File: src/rtl/main_memory_responder_pkg.sv
// main_memory_config: shared types and sizes for the main-memory responder.
// MAIN_MEMORY_INIT_PATTERN_EN selects the per-block reset fill pattern.
package main_memory_config;
  localparam int MAIN_MEMORY_BLOCK_SIZE = 4;
  localparam int MAIN_MEMORY_NUM_BLOCKS = 8;
  localparam int MAIN_MEMORY_ADDRESS_WIDTH = 32;
  localparam int MAIN_MEMORY_DATA_WIDTH = 128;
  localparam int MAIN_MEMORY_ACCESS_LATENCY = 4;
  typedef logic [MAIN_MEMORY_BLOCK_SIZE*8-1:0] mm_block_t;
  typedef logic [$clog2(MAIN_MEMORY_NUM_BLOCKS)-1:0] mm_index_t;
  typedef enum logic [1:0] {MM_IDLE, MM_BUSY, MM_RESP} mm_state_e;
  function automatic mm_block_t mm_init_block(input int i);
`ifdef MAIN_MEMORY_INIT_PATTERN_EN
    return {MAIN_MEMORY_BLOCK_SIZE{8'(i)}};
`else
    return '0;
`endif
  endfunction
endpackage

File: src/rtl/main_memory_array.sv
// main_memory_array: block storage with one write port and a combinational read port.
// Reset contents come from mm_init_block (MAIN_MEMORY_INIT_PATTERN_EN aware).
module main_memory_array
  import main_memory_config::*;
(
  input  logic      clk,
  input  logic      rst_n,
  input  logic      we,
  input  mm_index_t waddr,
  input  mm_block_t wdata,
  input  mm_index_t raddr,
  output mm_block_t rdata
);
  mm_block_t mem [MAIN_MEMORY_NUM_BLOCKS];
  always_ff @(posedge clk or negedge rst_n) begin
    if (!rst_n)
      for (int i = 0; i < MAIN_MEMORY_NUM_BLOCKS; i++) mem[i] <= mm_init_block(i);
    else if (we)
      mem[waddr] <= wdata;
  end
  assign rdata = mem[raddr];
endmodule

File: src/rtl/main_memory_responder.sv
// main_memory_responder: fixed-latency block read/write responder backing the cache hierarchy.
// Reset contents depend on MAIN_MEMORY_INIT_PATTERN_EN (see main_memory_array).
module main_memory_responder
  import main_memory_config::*;
#(
  parameter int ACCESS_LATENCY = MAIN_MEMORY_ACCESS_LATENCY,
  parameter int BLOCK_SIZE = MAIN_MEMORY_BLOCK_SIZE,
  parameter int NUM_BLOCKS = MAIN_MEMORY_NUM_BLOCKS,
  parameter int ADDR_WIDTH = MAIN_MEMORY_ADDRESS_WIDTH,
  parameter int DATA_WIDTH = MAIN_MEMORY_DATA_WIDTH
) (
  input  logic                  clk,
  input  logic                  rst_n,
  input  logic                  req_valid,
  output logic                  req_ready,
  input  logic                  req_write,
  input  logic [ADDR_WIDTH-1:0] req_addr,
  input  logic [DATA_WIDTH-1:0] req_wdata,
  output logic                  resp_valid,
  input  logic                  resp_ready,
  output logic [DATA_WIDTH-1:0] resp_rdata,
  output logic                  resp_error
);
  localparam int BW = BLOCK_SIZE * 8;
  localparam logic [3:0] LOAD = 4'(ACCESS_LATENCY - 1);
  localparam bit DIRECT = ACCESS_LATENCY == 1;
  mm_state_e state, state_n;
  logic [3:0] cnt, cnt_n;
  logic lat_write;
  logic [ADDR_WIDTH-1:0] lat_addr, acc_addr;
  mm_block_t lat_wdata, acc_wdata, rd_block;
  mm_index_t acc_index;
  logic accept, from_req, acc_write, acc_go, oor, mem_we;
  logic unused_wdata_bits;
  assign unused_wdata_bits = ^req_wdata[DATA_WIDTH-1:BW];
  // With a one-cycle latency the access happens on the accept edge straight from the request.
  always_comb begin
    accept = state == MM_IDLE && req_valid;
    from_req = state == MM_IDLE;
    acc_write = from_req ? req_write : lat_write;
    acc_addr = from_req ? req_addr : lat_addr;
    acc_wdata = from_req ? req_wdata[BW-1:0] : lat_wdata;
    acc_index = mm_index_t'(acc_addr / ADDR_WIDTH'(BLOCK_SIZE));
    oor = acc_addr >= ADDR_WIDTH'(BLOCK_SIZE * NUM_BLOCKS);
    acc_go = (state == MM_BUSY && cnt == 4'd0) || (DIRECT && accept);
    mem_we = acc_go && acc_write && !oor;
    state_n = accept ? (DIRECT ? MM_RESP : MM_BUSY)
            : acc_go ? MM_RESP
            : (state == MM_RESP && resp_ready) ? MM_IDLE : state;
    cnt_n = accept ? LOAD : (state == MM_BUSY && cnt != 4'd0) ? cnt - 4'd1 : cnt;
    req_ready = state == MM_IDLE;
    resp_valid = state == MM_RESP;
  end
  always_ff @(posedge clk or negedge rst_n) begin
    if (!rst_n) begin
      state <= MM_IDLE;
      cnt <= '0;
      lat_write <= 1'b0;
      lat_addr <= '0;
      lat_wdata <= '0;
      resp_rdata <= '0;
      resp_error <= 1'b0;
    end else begin
      state <= state_n;
      cnt <= cnt_n;
      if (accept) begin
        lat_write <= req_write;
        lat_addr <= req_addr;
        lat_wdata <= req_wdata[BW-1:0];
      end
      if (acc_go) begin
        resp_error <= oor;
        resp_rdata <= (acc_write || oor) ? '0 : DATA_WIDTH'(rd_block);
      end
    end
  end
  main_memory_array u_array (
    .clk   (clk),
    .rst_n (rst_n),
    .we    (mem_we),
    .waddr (acc_index),
    .wdata (acc_wdata),
    .raddr (acc_index),
    .rdata (rd_block)
  );
endmodule

File: config.mk
export PLATFORM = sky130hd
export DESIGN_NAME = main_memory_responder
export DESIGN_NICKNAME = d
export VERILOG_FILES = /design/src/rtl/main_memory_responder_pkg.sv /design/src/rtl/main_memory_array.sv /design/src/rtl/main_memory_responder.sv
export SDC_FILE = /design/constraint.sdc
export NUM_CORES = 1
export LEC_CHECK = 0
export BUFFER_PORTS_ARGS = -buffer_cell sky130_fd_sc_hd__buf_4
export CAP_MARGIN = 20
export CELL_PAD_IN_SITES_DETAIL_PLACEMENT = 0
export CELL_PAD_IN_SITES_GLOBAL_PLACEMENT = 1
export CORE_MARGIN = 4
export CORE_UTILIZATION = 45
export CTS_CLUSTER_SIZE = 28
export DETAILED_ROUTE_END_ITERATION = 10
export HOLD_SLACK_MARGIN = 0.02
export PLACE_DENSITY = 0.85
export REMOVE_ABC_BUFFERS = 1
export SLEW_MARGIN = 20
export SYNTH_ARGS = -nofsm -noshare
export SYNTH_HDL_FRONTEND = slang
export SYNTH_SLANG_ARGS = --single-unit
File: constraint.sdc
create_clock -name clk -period 5.35 [get_ports clk]
set_clock_uncertainty 0.05 [all_clocks]
set_input_delay 0 -clock clk [delete_from_list [all_inputs] [get_ports clk]]
set_output_delay 0 -clock clk [all_outputs]
set_load 0.05 [all_outputs]
==> results.json, run 1 <==
{
  "status": "finished, final reports clean",
  "dieWidth_um": 196,
  "hold_class": "input port to flop",
  "relSlewSlack": 0.280,
  "worstSkewPairLatency_ns": 0.52,
  "regArea_mm2": 0.00896,
  "io_pins": 296,
  "fp.dieH_um": 196,
  "switching_share": 0.221,
  "tightest_slew_ns": 1.08,
  "avgSynthCellArea_um2": 9.13,
  "final_nets": 2031,
  "antenna_found_initial": 2,
  "drive_above_1_share": 0.114,
  "yosysWarningCount": 0,
  "fillers": 3121,
  "syn_inst": 1749,
  "internal_power_uw": 4420,
  "p_sw_uw": 1250,
  "grt_usage": 0.203,
  "cp_max_fo": 36,
  "cts_tree": "built",
  "finalMaxSlewViolations": 0,
  "synth_fa_ha_area_frac": 0.000783,
  "rsz0062_at_grt": "false",
  "synth.area.mux_share": 0.0237,
  "timing.fmax_mhz": 277,
  "post_drt_wl_per_cell_um": 16.7,
  "initial_core_util": 0.459,
  "synth_xor_area_frac": 0.00164,
  "grt_max_degree": 175,
  "worst_slack_ns": 1.74,
  "fin_crit_sh": 0.675,
  "portBuffers": 101,
  "reg2reg_depth": 8,
  "start_kind": "flop",
  "pre_cts_slack_ns": 1.75,
  "finalHoldViolCount": 0,
  "synth_top_family_by_area": "simple AND/OR/NAND/NOR gates",
  "grt_pass1_vias": 12000,
  "synth.distinct_cells": 48,
  "period_needed_ns": 3.61,
  "p_comb_frac": 0.051,
  "fin_setup_tns_ns": 0,
  "multi_input_area_mm2": 0.00619,
  "seqPwrFrac": 0.478,
  "num_vias": 12300,
  "cap_violations": 0,
  "drc": 0,
  "end_kind": "flop",
  "post-dp-hpwl_um": 22800,
  "leakage_uw": 0.00846,
  "synth_seq_cells": 358,
  "crit_type": "flop to flop",
  "dr.pass1.iters": 5,
  "wirelength_um": 39200,
  "synthSimpleGateAreaFrac": 0.185,
  "cp.required_ns": 5.66,
  "whs_path_depth": 4,
  "power_density_mw_per_mm2": 304,
  "peakVddDrop_mv": 0.221,
  "place_congestion": 0.760,
  "cts.sinks": 358,
  "finalSetupViolCount": 0,
  "synth_compound_area_frac": 0.147,
  "report.power.total_uw": 5670,
  "fp-row-count": 68,
  "grt-ovfl-total": 0,
  "ys_seq_area_frac": 0.561,
  "clk_path_buf_depth": 3,
  "area_growth_pct": 16.8,
  "first_iter_violations": 808,
  "syn_area_mm2": 0.0160,
  "grt_pass1_wl_um": 64000,
  "core_area_mm2": 0.0348,
  "power.share.clock": 0.472,
  "htreeDepth": 2,
  "die_area_mm2": 0.0386,
  "routed_via_density": 5.22,
  "critPathArrivalTime_ns": 3.92,
  "root_buffer": "clkbuf_16",
  "cts_made_buffers": 39,
  "path_clk_slew_ns": 0.06,
  "antenna_left": 0
}
==> cell usage after synthesis, drive strengths merged <==
| cell | instances | area (µm²) |
|---|---|---|
| nor2 | 9 | 33.8 |
| nand4 | 2 | 12.5 |
| o21ai | 319 | 1620 |
| inv | 7 | 28.8 |
| nor3 | 27 | 183 |
| mux2 | 2 | 26.3 |
| or2 | 1 | 6.26 |
| conb | 1 | 3.75 |
| clkbuf | 50 | 189 |
| a2111oi | 2 | 17.5 |
| mux2i | 34 | 353 |
| and2 | 1 | 6.26 |
| o221ai | 24 | 210 |
| nor3b | 2 | 15.0 |
| a31oi | 1 | 6.26 |
| or3 | 1 | 11.3 |
| ha | 1 | 12.5 |
| xnor2 | 1 | 8.76 |
| a21oi | 1 | 16.3 |
| o21a | 3 | 22.5 |
| nand3b | 1 | 7.51 |
| a22o | 2 | 17.5 |
| xor2 | 2 | 17.5 |
| or4 | 2 | 15.0 |
| o22ai | 52 | 325 |
| nand2b | 2 | 12.5 |
| nand3 | 74 | 370 |
| o31ai | 1 | 7.51 |
| nand2 | 580 | 2180 |
| buf | 161 | 1070 |
| dfrtp | 358 | 8960 |
| nor2b | 3 | 18.8 |
| or4b | 2 | 20.0 |
| o211ai | 9 | 108 |
| nor4 | 11 | 68.8 |
==> power by group through the flow <==
stage	combinational [µW]	clock [µW]	sequential [µW]
finish	288	2670	2710
floorplan	148	0	2760
global route	309	2850	2710
CTS	289	2740	2710
detailed placement	250	0	2760
global placement	249	0	2760
==> final timing paths <==
| path | from | endpoint | slack [ns] |
|---|---|---|---|
| setup / recovery | state[0] | u_array.mem[68] | 1.74 |
| hold / removal | req_valid | state[0] | 0.1 |
| setup reg to reg | state[0] | u_array.mem[68] | 1.74 |
| hold reg to reg | lat_wdata[20] | lat_wdata[20] | 0.42 |
| max in group asynchronous | rst_n | u_array.mem[62] | 3.64 |
| min in group asynchronous | rst_n | lat_addr[24] | 0.12 |
==> repair_timing <==
item | 4_1_cts | 5_1_grt
setup endpoints to repair | 0 | 0
buffers inserted | 0 | 0
hold endpoints to repair | 437 | 0
hold buffers | 65 | 0
resized for setup | 0 | 0
==> cell families (layout without fill, tap and decap cells) <==
family / count (synthesis) / after routing
and+or+nand+nor: 718 / 718
adders and majority gates: 1 / 1
AOI/OAI and AO/OA: 414 / 414
DFF: 358 / 358
other: 1 / 97
xor gates and xnor gates: 3 / 3
buffers and inverters: 218 / 265
muxes: 36 / 36
==> state kept, by name, summed over array words and instances, names as in the netlist <==
| register | flops |
|---|---|
| cnt | 4 |
| lat_addr | 30 |
| lat_wdata | 32 |
| lat_write | 1 |
| resp_error | 1 |
| resp_rdata | 32 |
| state | 2 |
| u_array.mem | 256 |
==> per-layer routing <==
layer / GRT usage / vias to the layer above / part of all wire
met2: 0.337 / 325 / 0.47
li1: - / 5958 / -
met3: 0.0352 / 51 / 0.061
met4: 0.0390 / 2 / 0.014
met5: 0 / - / 0.00033
met1: 0.286 / 5925 / 0.45
==> area by class of cell <==
cell class / count / share of cell area
diodes: 1 / 0.000134
repair buffers: 191 / 0.0867
inverters: 7 / 0.00154
flip-flops and latches: 358 / 0.480
clock inverters: 6 / 0.00429
well taps: 455 / 0.0305
multi-input cells: 1268 / 0.332
clock buffers: 61 / 0.0649
==> metrics by stage <==
stage               area (µm²)  std cells  utilization  hold slack [ns]
floorplan                15100       1633            -           -0.346
global placement         16700       2214        0.480            0.126
detailed placement       16700       2214        0.480            0.120
CTS                      18700       2346        0.536           0.0869
global route             18700       2347        0.536            0.141
finish                   18700       2347        0.536           0.0993
==> critical path, stage by stage, from the launching register on <==
cell and delay (ns):
dfrtp_1 0.47, or2_1 0.47, inv_4 0.42, mux2i_4 0.48
buf_4 0.48, nor3_2 0.12, o211ai_4 0.40, buf_4 0.40
o21ai_0 0.14
==> cells in the final DEF (no fill, tap or decap), drive strengths merged, types with 3 or more instances in the layout <==
| cell | n |
|---|---|
| buf | 126 |
| clkbuf | 61 |
| clkinv | 4 |
| conb | 96 |
| dfrtp | 358 |
| dlygate4sd3 | 65 |
| inv | 7 |
| mux2i | 34 |
| nand2 | 580 |
| nand3 | 74 |
| nor2 | 9 |
| nor2b | 3 |
| nor3 | 27 |
| nor4 | 11 |
| o211ai | 9 |
| o21a | 3 |
| o21ai | 319 |
| o221ai | 24 |
| o22ai | 52 |
Note: power is estimated with default switching activity, not from simulation.
==> inputs of run 2 (changes only) <==
ABC_AREA = 1   (was default)
CORE_UTILIZATION = 38   (was 45)
PLACE_DENSITY = 0.78   (was 0.85)
clock period = 3.2 ns   (was 5.35 ns; I/O delays follow)
==> run 2 against run 1 <==
Final cell count rose by 32%; via count rose by 25%; flip-flop and latch count did not move; die area rose by 34%; core utilization fell by 9.0 points; power rose by 71%; global-route usage fell by 0.24 points.
==> results.json, run 2 <==
{
  "synth.distinct_cells": 30,
  "yosysWarningCount": 0,
  "avgSynthCellArea_um2": 7.78,
  "yosysTopAreaCellShare": 0.490,
  "relSlewSlack": 0.274,
  "slowest_delay_ns": 0.62,
  "path_clk_slew_ns": 0.06,
  "fin_crit_sh": 0.897,
  "cts.sinks": 358,
  "yosysMostFrequentCell": "nand2_1",
  "area_growth_pct": 16.4,
  "placed_cells": 2954,
  "first_iter_violations": 1240,
  "synth_ff_type": "dfrtp_1",
  "reg2reg_slack_ns": 0.33,
  "portBuffers": 101,
  "finalHoldViolCount": 0,
  "final_cell_mix": "835 x nand2_1, 358 x dfrtp_1, 202 x inv_1, 193 x nand4_1, 136 x buf_4",
  "finalNonFillerCells": 3106,
  "dr.pass1.iters": 5,
  "synth_area_leaders": "dfrtp_1 49%, nand2_1 17%, nand4_1 6.6%, buf_4 4.5%, inv_1 4.1%",
  "root_buffer": "clkbuf_16",
  "grt-ovfl-total": 0,
  "syn_inst": 2348,
  "place_congestion": 0.768,
  "crit_type": "flop to flop",
  "drive_above_1_share": 0.103,
  "synth_seq_cells": 358,
  "grt_pass1_vias": 15100,
  "cp_max_fo": 62,
  "io_pins": 296,
  "status": "finished, final reports clean",
  "crit_chain": "nor2_4, nand2_1, o21a_2, nor2_8, buf_4, nand4_1, buf_4, nand2_1, nand2_1",
  "core_area_mm2": 0.0476,
  "final_common_cell": "nand2_1",
  "yosys-top-cells-count": "836 x nand2_1, 358 x dfrtp_1, 202 x inv_1",
  "die_area_mm2": 0.0517,
  "grt_max_degree": 104,
  "grt_usage": 0.201,
  "power_density_mw_per_mm2": 457,
  "postCtsSetupRepairBufs": 0,
  "tightest_slew_ns": 1.09,
  "final_nets": 2626,
  "post-dp-hpwl_um": 29300,
  "synthArstFlopShare": 1.00,
  "crit_path_frequent_cell": "nand2_1",
  "peakVddDrop_mv": 0.275,
  "timing.fmax_mhz": 348,
  "rsz0062_at_grt": "false",
  "antenna_found_initial": 0,
  "worst_slack_ns": 0.329,
  "drc": 0,
  "wirelength_um": 51400,
  "clk_path_buf_depth": 3,
  "htreeDepth": 2,
  "cp.required_ns": 3.60,
  "report.power.total_uw": 9730,
  "finalSetupViolCount": 0,
  "cts_tree": "built",
  "period_needed_ns": 2.87,
  "leakage_uw": 0.0103,
  "grt_pass1_wl_um": 83000,
  "fp.dieH_um": 227,
  "routed_via_density": 4.95,
  "hold_class": "input port to asynchronous set/reset pin",
  "top_register": "u_array.mem",
  "fillers": 4721,
  "post_drt_wl_per_cell_um": 16.5,
  "synth_enable_flop_cells": 0,
  "fp-row-count": 80,
  "antenna_cells": 0,
  "syn_area_mm2": 0.0183,
  "initial_core_util": 0.384,
  "worstSkewPairLatency_ns": 0.57,
  "ys_seq_area_frac": 0.490,
  "antenna_left": 0,
  "end_kind": "flop",
  "crit_slowest_cell": "buf_4",
  "cap_violations": 0,
  "dieWidth_um": 227,
  "start_kind": "flop",
  "reg.largest.list": "u_array.mem (256), lat_wdata (32), resp_rdata (32)",
  "yosysTopAreaCell": "dfrtp_1",
  "finalMaxSlewViolations": 0,
  "largest_reg_flops": 256,
  "cts_made_buffers": 42,
  "critPathArrivalTime_ns": 3.27,
  "pre_cts_slack_ns": 0.415,
  "num_vias": 15400
}
run 2: cell count changes in the layout (fill, tap and decap cells not counted), sizes merged, moves of 52 or more:
cell and change:
nand4 +196, nor2 +126, inv +201, o22ai -52, o21ai -107, nand2 +269
run 2: worst paths after layout:
kind / depth (start not counted) / from / to
setup / recovery: 9 / state[0] / u_array.mem[82]
hold / removal: 3 / rst_n / u_array.mem[165]
setup reg to reg: 9 / state[0] / u_array.mem[82]
hold reg to reg: 2 / u_array.mem[120] / u_array.mem[120]
max in group asynchronous: 3 / rst_n / u_array.mem[245]
min in group clk: 4 / req_valid / state[0]
run 2: logic make-up (layout without fill, tap and decap cells):
kind of cell / after synthesis / count (layout) / synth area share
AOI/OAI and AO/OA: 247 / 247 / 0.0743
adders and majority gates: 1 / 1 / 0.000684
buffers and inverters: 457 / 505 / 0.125
DFF: 358 / 358 / 0.490
other: 1 / 96 / 0.000205
and+or+nand+nor: 1284 / 1284 / 0.310
run 2: cell type report:
class	count	area [µm²]	area share
Clock inverter	14	149	0.00700
Sequential cell	358	8960	0.421
Multi-Input combinational cell	1628	7410	0.348
Timing Repair Buffer	224	2020	0.0951
Inverter	206	773	0.0363
Tap cell	615	769	0.0362
Clock buffer	61	1190	0.0560
run 2: per-stage QoR:
step | area (µm²) | hold WS (ns) | TNS, ns | utilization
after floorplan | 17100 | -0.346 | -170.32 | -
after global placement | 19100 | 0.00835 | 0 | 0.402
after detailed placement | 19100 | 0.0160 | 0 | 0.402
after CTS | 21300 | 0.0222 | 0 | 0.447
after global routing | 21300 | 0.0699 | 0 | 0.447
final | 21300 | 0.0459 | 0 | 0.447
run 2: per-layer routing:
metal / up-vias / wire, µm / part of all wire / track usage
met1: 7330 / 22600 / 0.44 / 0.267
met3: 79 / 2780 / 0.054 / 0.0325
met4: 0 / 1180 / 0.023 / 0.0603
met2: 411 / 24800 / 0.48 / 0.340
met5: - / 0 / 0 / 0
li1: 7564 / - / - / -
run 2: what timing repair did:
item,CTS,global route
hold buffers,77,0
endpoints found under the hold margin,541,0
resized for setup,0,0
run 2: power breakdown:
part	internal, µW	leakage [µW]	switching, µW
Sequential	4530	0.00463	0
Clock	2760	0.000646	1940
Combinational	122	0.00502	385
run 2: worst max-delay path: cells and delay by family, from the launching register on:
family / cells / cell delay, ns
AOI/OAI and AO/OA: 1 / 0.18
and+or+nand+nor: 6 / 1.10
DFF: 1 / 0.46
buffers and inverters: 2 / 0.94
==> inputs of run 3 (changes only) <==
CTS_BUF_LIST = sky130_fd_sc_hd__clkbuf_16   (was default)
MAX_ROUTING_LAYER = met4   (was default)
==> run 3 against run 2 <==
Power down 2.2%; clock-buffer cell count down 19; flip-flop and latch count unchanged; largest power group is now sequential cells; highest routed layer unchanged.
==> results.json, run 3 (synthesis gave the netlist of run 2 again) <==
{
  "status": "finished, final reports clean",
  "dr.pass1.iters": 7,
  "final_nets": 2626,
  "final_common_cell": "nand2_1",
  "grt_pass1_wl_um": 82900,
  "first_iter_violations": 1297,
  "cts_tree": "built",
  "finalSetupViolCount": 0,
  "seqPwrFrac": 0.476,
  "clk_path_buf_depth": 3,
  "power.share.clock": 0.471,
  "post_drt_wl_per_cell_um": 16.5,
  "whs_ns": 0.0411,
  "antenna_left": 0,
  "p_sw_uw": 2310,
  "p_comb_frac": 0.053,
  "place_congestion": 0.779,
  "finalHoldViolCount": 0,
  "num_vias": 15400,
  "drive_above_1_share": 0.100,
  "fp.dieH_um": 227,
  "crit_path_frequent_cell": "nand2_1",
  "path_clk_slew_ns": 0.06,
  "die_area_mm2": 0.0517,
  "worstSkewPairLatency_ns": 0.57,
  "relSlewSlack": 0.260,
  "critPathArrivalTime_ns": 3.25,
  "slowest_delay_ns": 0.62,
  "postPlaceCellArea_mm2": 0.0191,
  "root_buffer": "clkbuf_16",
  "area_growth_pct": 16.0,
  "antenna_found_initial": 0,
  "leakage_uw": 0.0103,
  "core_area_mm2": 0.0476,
  "pre_cts_slack_ns": 0.415,
  "finalMaxSlewViolations": 0,
  "multi_input_area_mm2": 0.00741,
  "grt_max_degree": 104,
  "start_kind": "flop",
  "wirelength_um": 51300,
  "reg.largest.list": "u_array.mem (256), lat_wdata (32), resp_rdata (32)",
  "grt-ovfl-total": 0,
  "final_area_mm2": 0.0212,
  "power_density_mw_per_mm2": 449,
  "fp-row-count": 80,
  "crit_type": "flop to flop",
  "routed_via_density": 4.97,
  "cts.sinks": 358,
  "end_kind": "flop",
  "final_util": 0.445,
  "cts_made_buffers": 42,
  "tightest_slew_ns": 1.11,
  "final_cell_mix": "835 x nand2_1, 358 x dfrtp_1, 214 x inv_1, 193 x nand4_1, 136 x buf_4",
  "hold_class": "input port to asynchronous set/reset pin",
  "timing.fmax_mhz": 351,
  "worst_slack_ns": 0.351,
  "fillers": 4735,
  "top_register": "u_array.mem",
  "cap_violations": 0,
  "cp.required_ns": 3.60,
  "cp_max_fo": 62,
  "period_needed_ns": 2.85,
  "initial_core_util": 0.384,
  "cp-startpoint": "state[0]",
  "htreeDepth": 2,
  "dieWidth_um": 227,
  "crit_chain": "nor2_4, nand2_1, o21a_2, nor2_8, buf_4, nand4_1, buf_4, nand2_1, nand2_1",
  "cts_resized": 0,
  "internal_power_uw": 7200,
  "crit_slowest_cell": "buf_4",
  "post-dp-hpwl_um": 29300,
  "fin_setup_tns_ns": 0,
  "peakVddDrop_mv": 0.276,
  "fin_crit_sh": 0.890,
  "switching_share": 0.243,
  "grt_usage": 0.207,
  "grt_pass1_vias": 15100,
  "portBuffers": 101,
  "drc": 0,
  "antenna_cells": 0,
  "rsz0062_at_grt": "false",
  "regArea_mm2": 0.00896,
  "io_pins": 296,
  "regToRegStartpoint": "state[0]",
  "largest_reg_flops": 256
}
## run 3: changes by cell type in the layout (fill, tap and decap cells not counted), sizes merged
cell / delta
inv: +12
clkinv: +7
clkbuf: -19
## run 3: path summary, 6_finish.rpt
check / cells after the start / to / slack (ns)
worst min-delay path: 3 / u_array.mem[165] / 0.04
min in group clk: 4 / state[0] / 0.06
worst max register to register: 9 / u_array.mem[82] / 0.35
worst max-delay path: 9 / u_array.mem[82] / 0.35
worst min register to register: 2 / u_array.mem[118] / 0.43
max in group asynchronous: 3 / u_array.mem[245] / 2.60
## run 3: what timing repair did
action / in CTS / in global routing
setup buffers: 0 / 0
hold buffers: 77 / 0
endpoints found under the hold margin: 539 / 0
## run 3: through the flow
stage | cells | total power, µW
final | 3106 | 9510
after global routing | 3106 | 9850
after CTS | 3106 | 9640
after detailed placement | 2954 | 5050
after global placement | 2954 | 5050
after floorplan | 2192 | 4870
## run 3: worst max-delay path: cells and delay by family (launching register included)
| kind | cells | cell delay [ns] |
|---|---|---|
| and+or+nand+nor | 6 | 1.08 |
| buffers and inverters | 2 | 0.95 |
| DFF | 1 | 0.46 |
| AOI/OAI and AO/OA | 1 | 0.18 |
## run 3: routing by layer
metal / global-route usage / routed length [µm]
met4: 0.0607 / 1210
met2: 0.341 / 24800
met1: 0.266 / 22600
met3: 0.0315 / 2710
met5: - / 0
## run 3: power groups by stage
stage	Clock [µW]	Sequential [µW]	Combinational (µW)
3_5_place_dp	0	4610	441
2_1_floorplan	0	4610	262
6_report	4480	4530	507
5_1_grt	4770	4530	553
3_3_place_gp	0	4610	438
4_1_cts	4610	4530	511
## run 3: area by class of cell
type / count / share of cell area
flip-flops and latches: 358 / 0.422
multi-input cells: 1628 / 0.349
repair buffers: 224 / 0.0955
clock buffers: 42 / 0.0496
inverters: 206 / 0.0365
well taps: 615 / 0.0363
clock inverters: 33 / 0.0104
